**src/rtl/ddr_arb_pkg.sv**
```systemverilog
// Shared types and default widths for the DDR burst arbiter.
package ddr_arb_pkg;

    typedef enum logic [1:0] {
        ST_IDLE     = 2'd0,
        ST_RD_BURST = 2'd1,
        ST_WR_BURST = 2'd2,
        ST_DONE     = 2'd3
    } arb_state_e;

    localparam int DEF_NUM_CH         = 4;
    localparam int DEF_DDR_DATA_WIDTH = 128;
    localparam int DEF_DDR_ADDR_WIDTH = 28;
    localparam int DEF_CH_DATA_WIDTH  = 16;
    localparam int DEF_LEN_WIDTH      = 10;
    localparam int DEF_TIMEOUT_CYCLES = 1024;

    function automatic int idx_w(input int n);
        return (n > 1) ? $clog2(n) : 1;
    endfunction

endpackage

```
**src/rtl/rr_arbiter.sv**
```systemverilog
// Round-robin one-hot selector: first requester at or after the pointer wins.
module rr_arbiter import ddr_arb_pkg::*; #(
    parameter int  NUM_CH = DEF_NUM_CH,
    localparam int PW     = idx_w(NUM_CH)
) (
    input  logic [NUM_CH-1:0] req,
    input  logic [PW-1:0]     pointer,
    output logic [NUM_CH-1:0] grant
);

    logic [PW-1:0] idx;

    always_comb begin
        grant = '0;
        idx   = '0;
        for (int i = 0; i < NUM_CH; i++) begin
            idx = PW'((int'(pointer) + i) % NUM_CH);
            if (grant == '0 && req[idx]) grant[idx] = 1'b1;
        end
    end

endmodule

```
**src/rtl/ddr_burst_arbiter.sv**
```systemverilog
// Multi-channel DDR burst arbiter: round-robin grant, one burst at a time.
// Define DDR_ARB_TIMEOUT_EN to add a per-burst watchdog that aborts with ch_err.
module ddr_burst_arbiter import ddr_arb_pkg::*; #(
    parameter int NUM_CH         = DEF_NUM_CH,
    parameter int DDR_DATA_WIDTH = DEF_DDR_DATA_WIDTH,
    parameter int DDR_ADDR_WIDTH = DEF_DDR_ADDR_WIDTH,
    parameter int CH_DATA_WIDTH  = DEF_CH_DATA_WIDTH,
    parameter int LEN_WIDTH      = DEF_LEN_WIDTH,
    parameter int TIMEOUT_CYCLES = DEF_TIMEOUT_CYCLES
) (
    input  logic                               mem_clk,
    input  logic                               rst,
    input  logic [NUM_CH-1:0]                  ch_req,
    input  logic [NUM_CH-1:0]                  ch_we,
    input  logic [NUM_CH*DDR_ADDR_WIDTH-1:0]   ch_addr,
    input  logic [NUM_CH*LEN_WIDTH-1:0]        ch_len,
    input  logic [NUM_CH*CH_DATA_WIDTH-1:0]    ch_wdata,
    output logic [NUM_CH-1:0]                  ch_grant,
    output logic [NUM_CH-1:0]                  ch_wdata_req,
    output logic [CH_DATA_WIDTH-1:0]           ch_rdata,
    output logic [NUM_CH-1:0]                  ch_rdata_valid,
    output logic [NUM_CH-1:0]                  ch_done,
    output logic [NUM_CH-1:0]                  ch_err,
    output logic                               rd_burst_req,
    output logic                               wr_burst_req,
    output logic [LEN_WIDTH-1:0]               rd_burst_len,
    output logic [LEN_WIDTH-1:0]               wr_burst_len,
    output logic [DDR_ADDR_WIDTH-1:0]          rd_burst_addr,
    output logic [DDR_ADDR_WIDTH-1:0]          wr_burst_addr,
    input  logic                               rd_burst_data_valid,
    input  logic                               wr_burst_data_req,
    input  logic [DDR_DATA_WIDTH-1:0]          rd_burst_data,
    input  logic                               rd_burst_finish,
    input  logic                               wr_burst_finish,
    output logic [DDR_DATA_WIDTH-1:0]          wr_burst_data
);

    localparam int PW = idx_w(NUM_CH);

    arb_state_e                state_q, state_d;
    logic [NUM_CH-1:0]         grant_q, sel_oh;
    logic [PW-1:0]             ptr_q, sel_idx, g_idx;
    logic [LEN_WIDTH-1:0]      len_q, beat_q, beats_now;
    logic                      err_q;
    logic                      rd_req_q, wr_req_q;
    logic [LEN_WIDTH-1:0]      rd_len_q, wr_len_q;
    logic [DDR_ADDR_WIDTH-1:0] rd_addr_q, wr_addr_q;
    logic [CH_DATA_WIDTH-1:0]  rdata_q;
    logic [NUM_CH-1:0]         rvalid_q;
    logic [DDR_DATA_WIDTH-1:0] wdata_q;

    logic [DDR_ADDR_WIDTH-1:0] win_addr;
    logic [LEN_WIDTH-1:0]      win_len;
    logic                      win_we, win_nz;
    logic [CH_DATA_WIDTH-1:0]  g_wdata;
    logic                      beat_inc, finish_ok, timeout, burst_end;

    rr_arbiter #(.NUM_CH(NUM_CH)) u_rr (
        .req     (ch_req),
        .pointer (ptr_q),
        .grant   (sel_oh)
    );

    always_comb begin
        sel_idx = '0;
        g_idx   = '0;
        for (int i = 0; i < NUM_CH; i++) begin
            if (sel_oh[i])  sel_idx = PW'(i);
            if (grant_q[i]) g_idx   = PW'(i);
        end
    end

    assign win_addr = ch_addr[sel_idx*DDR_ADDR_WIDTH +: DDR_ADDR_WIDTH];
    assign win_len  = ch_len[sel_idx*LEN_WIDTH +: LEN_WIDTH];
    assign win_we   = ch_we[sel_idx];
    assign win_nz   = (win_len != '0);
    assign g_wdata  = ch_wdata[g_idx*CH_DATA_WIDTH +: CH_DATA_WIDTH];

    // A beat arriving on the finish cycle still counts toward the length check.
    assign beat_inc  = (state_q == ST_RD_BURST && rd_burst_data_valid) ||
                       (state_q == ST_WR_BURST && wr_burst_data_req);
    assign beats_now = beat_q + LEN_WIDTH'(beat_inc);
    assign finish_ok = (state_q == ST_RD_BURST && rd_burst_finish) ||
                       (state_q == ST_WR_BURST && wr_burst_finish);
    assign burst_end = finish_ok || timeout;

`ifdef DDR_ARB_TIMEOUT_EN
    localparam int WDW = $clog2(TIMEOUT_CYCLES + 1);
    logic [WDW-1:0] wd_q;

    always_ff @(posedge mem_clk) begin
        if (rst || state_q == ST_IDLE || state_q == ST_DONE) wd_q <= '0;
        else                                                 wd_q <= wd_q + 1'b1;
    end

    assign timeout = (state_q == ST_RD_BURST || state_q == ST_WR_BURST) &&
                     (wd_q == WDW'(TIMEOUT_CYCLES - 1));
`else
    assign timeout = 1'b0;
`endif

    always_ff @(posedge mem_clk) begin
        if (rst) state_q <= ST_IDLE;
        else     state_q <= state_d;
    end

    always_comb begin
        state_d = state_q;
        case (state_q)
            ST_IDLE:     if (|ch_req) state_d = !win_nz ? ST_DONE :
                                               (win_we ? ST_WR_BURST : ST_RD_BURST);
            ST_RD_BURST: if (burst_end) state_d = ST_DONE;
            ST_WR_BURST: if (burst_end) state_d = ST_DONE;
            ST_DONE:     state_d = ST_IDLE;
            default:     state_d = ST_IDLE;
        endcase
    end

    always_comb begin
        ch_grant     = '0;
        ch_wdata_req = '0;
        ch_done      = '0;
        ch_err       = '0;
        case (state_q)
            ST_RD_BURST: ch_grant = grant_q;
            ST_WR_BURST: begin
                ch_grant = grant_q;
                if (wr_burst_data_req) ch_wdata_req = grant_q;
            end
            ST_DONE: begin
                ch_done = grant_q;
                if (err_q) ch_err = grant_q;
            end
            default: ;
        endcase
    end

    always_ff @(posedge mem_clk) begin
        if (rst) begin
            grant_q   <= '0;
            ptr_q     <= '0;
            len_q     <= '0;
            beat_q    <= '0;
            err_q     <= 1'b0;
            rd_req_q  <= 1'b0;
            wr_req_q  <= 1'b0;
            rd_len_q  <= '0;
            wr_len_q  <= '0;
            rd_addr_q <= '0;
            wr_addr_q <= '0;
            rdata_q   <= '0;
            rvalid_q  <= '0;
            wdata_q   <= '0;
        end else begin
            rvalid_q <= '0;
            if (beat_inc) beat_q <= beats_now;
            if (state_q == ST_RD_BURST && rd_burst_data_valid) begin
                rdata_q  <= rd_burst_data[CH_DATA_WIDTH-1:0];
                rvalid_q <= grant_q;
            end
            if (state_q == ST_WR_BURST && wr_burst_data_req)
                wdata_q <= DDR_DATA_WIDTH'(g_wdata);
            case (state_q)
                ST_IDLE: if (|ch_req) begin
                    grant_q   <= sel_oh;
                    len_q     <= win_len;
                    beat_q    <= '0;
                    err_q     <= 1'b0;
                    rd_req_q  <= win_nz && !win_we;
                    rd_addr_q <= (win_nz && !win_we) ? win_addr : '0;
                    rd_len_q  <= (win_nz && !win_we) ? win_len  : '0;
                    wr_req_q  <= win_nz && win_we;
                    wr_addr_q <= (win_nz && win_we) ? win_addr : '0;
                    wr_len_q  <= (win_nz && win_we) ? win_len  : '0;
                end
                ST_RD_BURST, ST_WR_BURST: if (burst_end) begin
                    rd_req_q <= 1'b0;
                    wr_req_q <= 1'b0;
                    err_q    <= !finish_ok || (beats_now != len_q);
                end
                ST_DONE: begin
                    grant_q <= '0;
                    ptr_q   <= (g_idx == PW'(NUM_CH - 1)) ? '0 : g_idx + 1'b1;
                end
                default: ;
            endcase
        end
    end

    generate
        if (DDR_DATA_WIDTH > CH_DATA_WIDTH) begin : g_unused
            logic unused_rdata_hi;
            assign unused_rdata_hi = ^rd_burst_data[DDR_DATA_WIDTH-1:CH_DATA_WIDTH];
        end
    endgenerate

    assign rd_burst_req   = rd_req_q;
    assign wr_burst_req   = wr_req_q;
    assign rd_burst_len   = rd_len_q;
    assign wr_burst_len   = wr_len_q;
    assign rd_burst_addr  = rd_addr_q;
    assign wr_burst_addr  = wr_addr_q;
    assign ch_rdata       = rdata_q;
    assign ch_rdata_valid = rvalid_q;
    assign wr_burst_data  = wdata_q;

endmodule
```
**config.mk**
```make
export PLATFORM = sky130hd
export DESIGN_NAME = ddr_burst_arbiter
export DESIGN_NICKNAME = d
export VERILOG_FILES = /design/src/rtl/ddr_arb_pkg.sv /design/src/rtl/rr_arbiter.sv /design/src/rtl/ddr_burst_arbiter.sv
export SDC_FILE = /design/constraint.sdc
export NUM_CORES = 1
export LEC_CHECK = 0
export BUFFER_PORTS_ARGS = -buffer_cell sky130_fd_sc_hd__buf_2
export CAP_MARGIN = 20
export CORE_AREA = 2 2 234 236
export CTS_CLUSTER_SIZE = 20
export DETAILED_ROUTE_END_ITERATION = 16
export DIE_AREA = 0 0 236 238
export PLACE_DENSITY = 0.42
export SLEW_MARGIN = 20
export SYNTH_ARGS = -nofsm -noshare
export SYNTH_HDL_FRONTEND = slang
export SYNTH_SLANG_ARGS = --single-unit
```
**constraint.sdc**
```tcl
create_clock -name mem_clk -period 7.25 [get_ports mem_clk]
set_input_delay 0.725 -clock mem_clk [delete_from_list [all_inputs] [get_ports mem_clk]]
set_output_delay 0.725 -clock mem_clk [all_outputs]
set_load 0.01 [all_outputs]
```
==> impl_metrics.py <==
metrics = {
    "pwr": {
        "switchingPower_uw": 1673,
        "clockPowerShare": 0.238,
        "p_seq_frac": 0.302,
        "p_leak_uw": 0.004973,
        "switching_share": 0.4376,
        "irDropWorstVdd_uv": 210.7,
        "comb_power_share": 0.459,
        "power_density_nw_per_um2": 347.4,
        "internal_power_uw": 2150,
    },
    "synth": {
        "ys_async_sr_fraction": 0,
        "synth-edff-count": 0,
        "seq_area_frac_synth": 0.3463,
        "synth_area_um2": 8267,
        "syn_area_per_cell_um2": 8.629,
        "yosys_warnings": 0,
        "yosys.cell_types.count": 64,
        "netlist_instances": 958,
        "ys_seq_elements": 143,
        "synthFlopType": "dfxtp_1",
    },
    "global_routing": {
        "antenna_found_initial": 6,
        "grt_pass1_wl_mm": 48.73,
        "grt_remaining_overflow": 0,
        "grt_max_degree": 88,
        "gr-usage-all-layers": 0.1176,
        "grt_pass1_vias": 7994,
    },
    "clocking": {
        "htreeDepth": 4,
        "insertion_delay_ns": 0.46,
        "cts_buffers": 17,
        "cts_buffer_depth": 2,
        "post_cts.repair.setup_buffers": 0,
        "root_buffer": "clkbuf_16",
        "cts_resized": 0,
        "cts_sinks": 143,
        "cts_tree": "built",
        "path_clk_slew_ns": 0.07,
        "cts_hold_buf": 0,
    },
    "worst_setup_path": {
        "worstSetupStartpoint": "ptr_q[0]$_SDFFE_PP0P_",
        "startpoint_type": "flop",
        "worst-path-max-fanout": 60,
        "reg2reg_from": "ptr_q[0]$_SDFFE_PP0P_",
        "critPathKind": "reg2reg",
        "r2r_cells": 12,
        "crit_end": "rd_burst_addr[6]$_SDFFE_PP0P_",
        "required_ns": 7.60,
        "cp.arrival_ns": 6.14,
        "rr_endpoint": "rd_burst_addr[6]$_SDFFE_PP0P_",
        "reg2reg_slack_ns": 1.46,
        "crit_path_end_kind": "flop",
    },
    "final_layout": {
        "nets": 1667,
        "layout_common_cells": "buf_2, dfxtp_1, conb_1, nand2_1, nor2_1",
        "final_cell_area_um2": 11000,
        "drive_above_1_share": 0.3382,
        "final_common_cell": "buf_2",
        "syn_to_final_growth_pct": 33.12,
    },
    "floorplanning": {
        "die_area_um2": 56170,
        "die_h_um": 238,
        "die_x_um": 236,
        "fp-row-count": 85,
        "fp.coreArea_um2": 53500,
        "start_util": 0.1545,
        "ios": 600,
    },
    "sta": {
        "finalHoldViolCount": 0,
        "setup_viol": 0,
        "fin_setup_tns_ns": 0,
        "timing.fmax_mhz": 172.6,
        "tightest_slew_ns": 1.080,
        "slew_headroom": 0.2782,
        "slew_viol_final": 0,
        "rsz0062_at_grt": "no",
        "fin_worst_skew_ns": 0.01208,
        "min_period_ns": 5.792,
        "fin_crit_sh": 0.7989,
    },
    "placed_design": {
        "finalWeightedCongestion": 0.8813,
        "port_buffers": 375,
        "hpwlAfterDp_mm": 27.01,
        "dpl_cell_area_um2": 10400,
    },
    "drt": {
        "vias": 8280,
        "wl_per_cell_um": 17.11,
        "firstDrtPassIters": 5,
        "drt-initial-drc-count": 361,
        "drc": 0,
        "wirelength_mm": 34.30,
        "viasPerCell": 4.130,
        "postRouteAntennaNets": 0,
    },
    "run_status": {
        "run_status": "completed",
    },
    "flow_run": {
        "maxCapViolCount": 0,
    },
    "min_path": {
        "min-delay-start": "ch_rdata[13]$_SDFFE_PP0P_",
        "hp-class": "reg2reg",
    },
}
worst min-delay path by stage:
stage / cells past startpoint / endpoint
2_1_floorplan: 2 / len_q[3]$_SDFFE_PP0P_
5_1_grt: 3 / ch_rdata[14]$_SDFFE_PP0P_
3_5_place_dp: 2 / rd_burst_len[2]$_SDFFE_PP0P_
6_report: 2 / ch_rdata[13]$_SDFFE_PP0P_
4_1_cts: 3 / ch_rdata[9]$_SDFFE_PP0P_
3_3_place_gp: 2 / rd_burst_len[3]$_SDFFE_PP0P_
cell usage after synthesis, drive strengths merged, types with 2 or more instances:
cell type	number	area [um2]
a22o	16	140.1
nor2	80	302.8
nand4	4	25.02
a31o	2	17.52
nor2b	9	56.30
o31a	2	17.52
dfxtp	143	2863
or4	5	41.29
clkbuf	53	198.9
a21o	6	45.04
a41oi	3	26.28
ha	15	187.7
and2	15	93.84
nor3b	4	35.03
mux2	2	22.52
nor4	3	18.77
o211ai	18	135.1
inv	8	30.03
xor2	14	122.6
xnor2	10	87.58
a21oi	49	245.2
a32o	58	580.6
a32oi	2	17.52
a22oi	32	240.2
a31oi	7	43.79
o21a	2	22.52
nor3	7	46.30
o21ai	69	349.1
a211oi	5	37.54
mux2i	51	510.5
mux4	4	90.09
nand2	94	352.8
and3	9	56.30
nand2b	2	12.51
nand3	8	40.04
a221oi	2	17.52
a222oi	2	20.02
buf	127	958.4
logic make-up (layout without fill, tap and decap cells):
group	Yosys count	in the layout	synth area share
mux	57	57	0.07537
xor+xnor	24	24	0.02543
fa+ha+maj	15	15	0.02270
simple gates	245	245	0.1377
flops	143	143	0.3463
compound gates	285	285	0.2484
buf+inv	188	426	0.1436
other cells	1	114	0.0004536
registers in the layout (all words and copies together) (netlist names):
signal	count
beat_q	10
grant_q	4
wr_burst_len	10
rd_burst_len	10
wr_burst_req	1
ch_rdata_valid	4
ch_rdata	16
rd_burst_req	1
ptr_q	2
err_q	1
state_q	2
len_q	10
wr_burst_data	16
wr_burst_addr	28
rd_burst_addr	28
final cells by class:
| type | count | area [um2] |
|---|---|---|
| fillers | 6022 | 42490 |
| inverters | 8 | 30.03 |
| clock inverters | 13 | 151.4 |
| diodes | 2 | 5.005 |
| multi-input cells | 738 | 4682 |
| repair buffers | 386 | 1959 |
| clock buffers | 19 | 442.9 |
| flip-flops and latches | 143 | 2863 |
| well taps | 696 | 870.8 |
critical path, stage by stage (launching register included):
cell	delay, ns
dfxtp_1	0.71
inv_1	0.26
ha_1	0.36
or4_4	0.60
a21boi_4	0.29
nand2_1	0.13
a31oi_1	0.51
o21a_1	0.65
mux2i_1	0.30
o21ai_1	0.16
nor3b_2	0.33
nand4b_4	0.80
a32o_1	0.53
per-layer routing:
metal / vias to the layer above / routed length, um / global-route usage
met5: - / 0 / 0
met4: 0 / 878 / 0.04767
met3: 41 / 2756 / 0.04107
met2: 454 / 16770 / 0.2078
met1: 3855 / 13890 / 0.1283
li1: 3930 / - / -
metrics by stage:
step	instances	hold slack [ns]	worst slack (ns)	power, uW	utilization
final	2005	0.4544	1.458	3823	0.2057
after global routing	2005	0.4699	1.119	4092	0.2057
after CTS	2003	0.4515	1.379	3899	0.2055
after detailed placement	1971	0.4440	1.385	2952	0.1943
after global placement	1971	0.4373	1.477	2936	0.1943
after floorplan	1069	0.4342	3.489	2273	-
power groups by stage:
| stage | sequential (uW) | clock (uW) | combinational [uW] |
|---|---|---|---|
| CTS | 1160 | 955 | 1780 |
| global placement | 1170 | 0 | 1770 |
| detailed placement | 1170 | 0 | 1780 |
| global route | 1190 | 986 | 1920 |
| floorplan | 1230 | 0 | 1050 |
| finish | 1160 | 911 | 1760 |
Power figures use the tool's default switching activity.
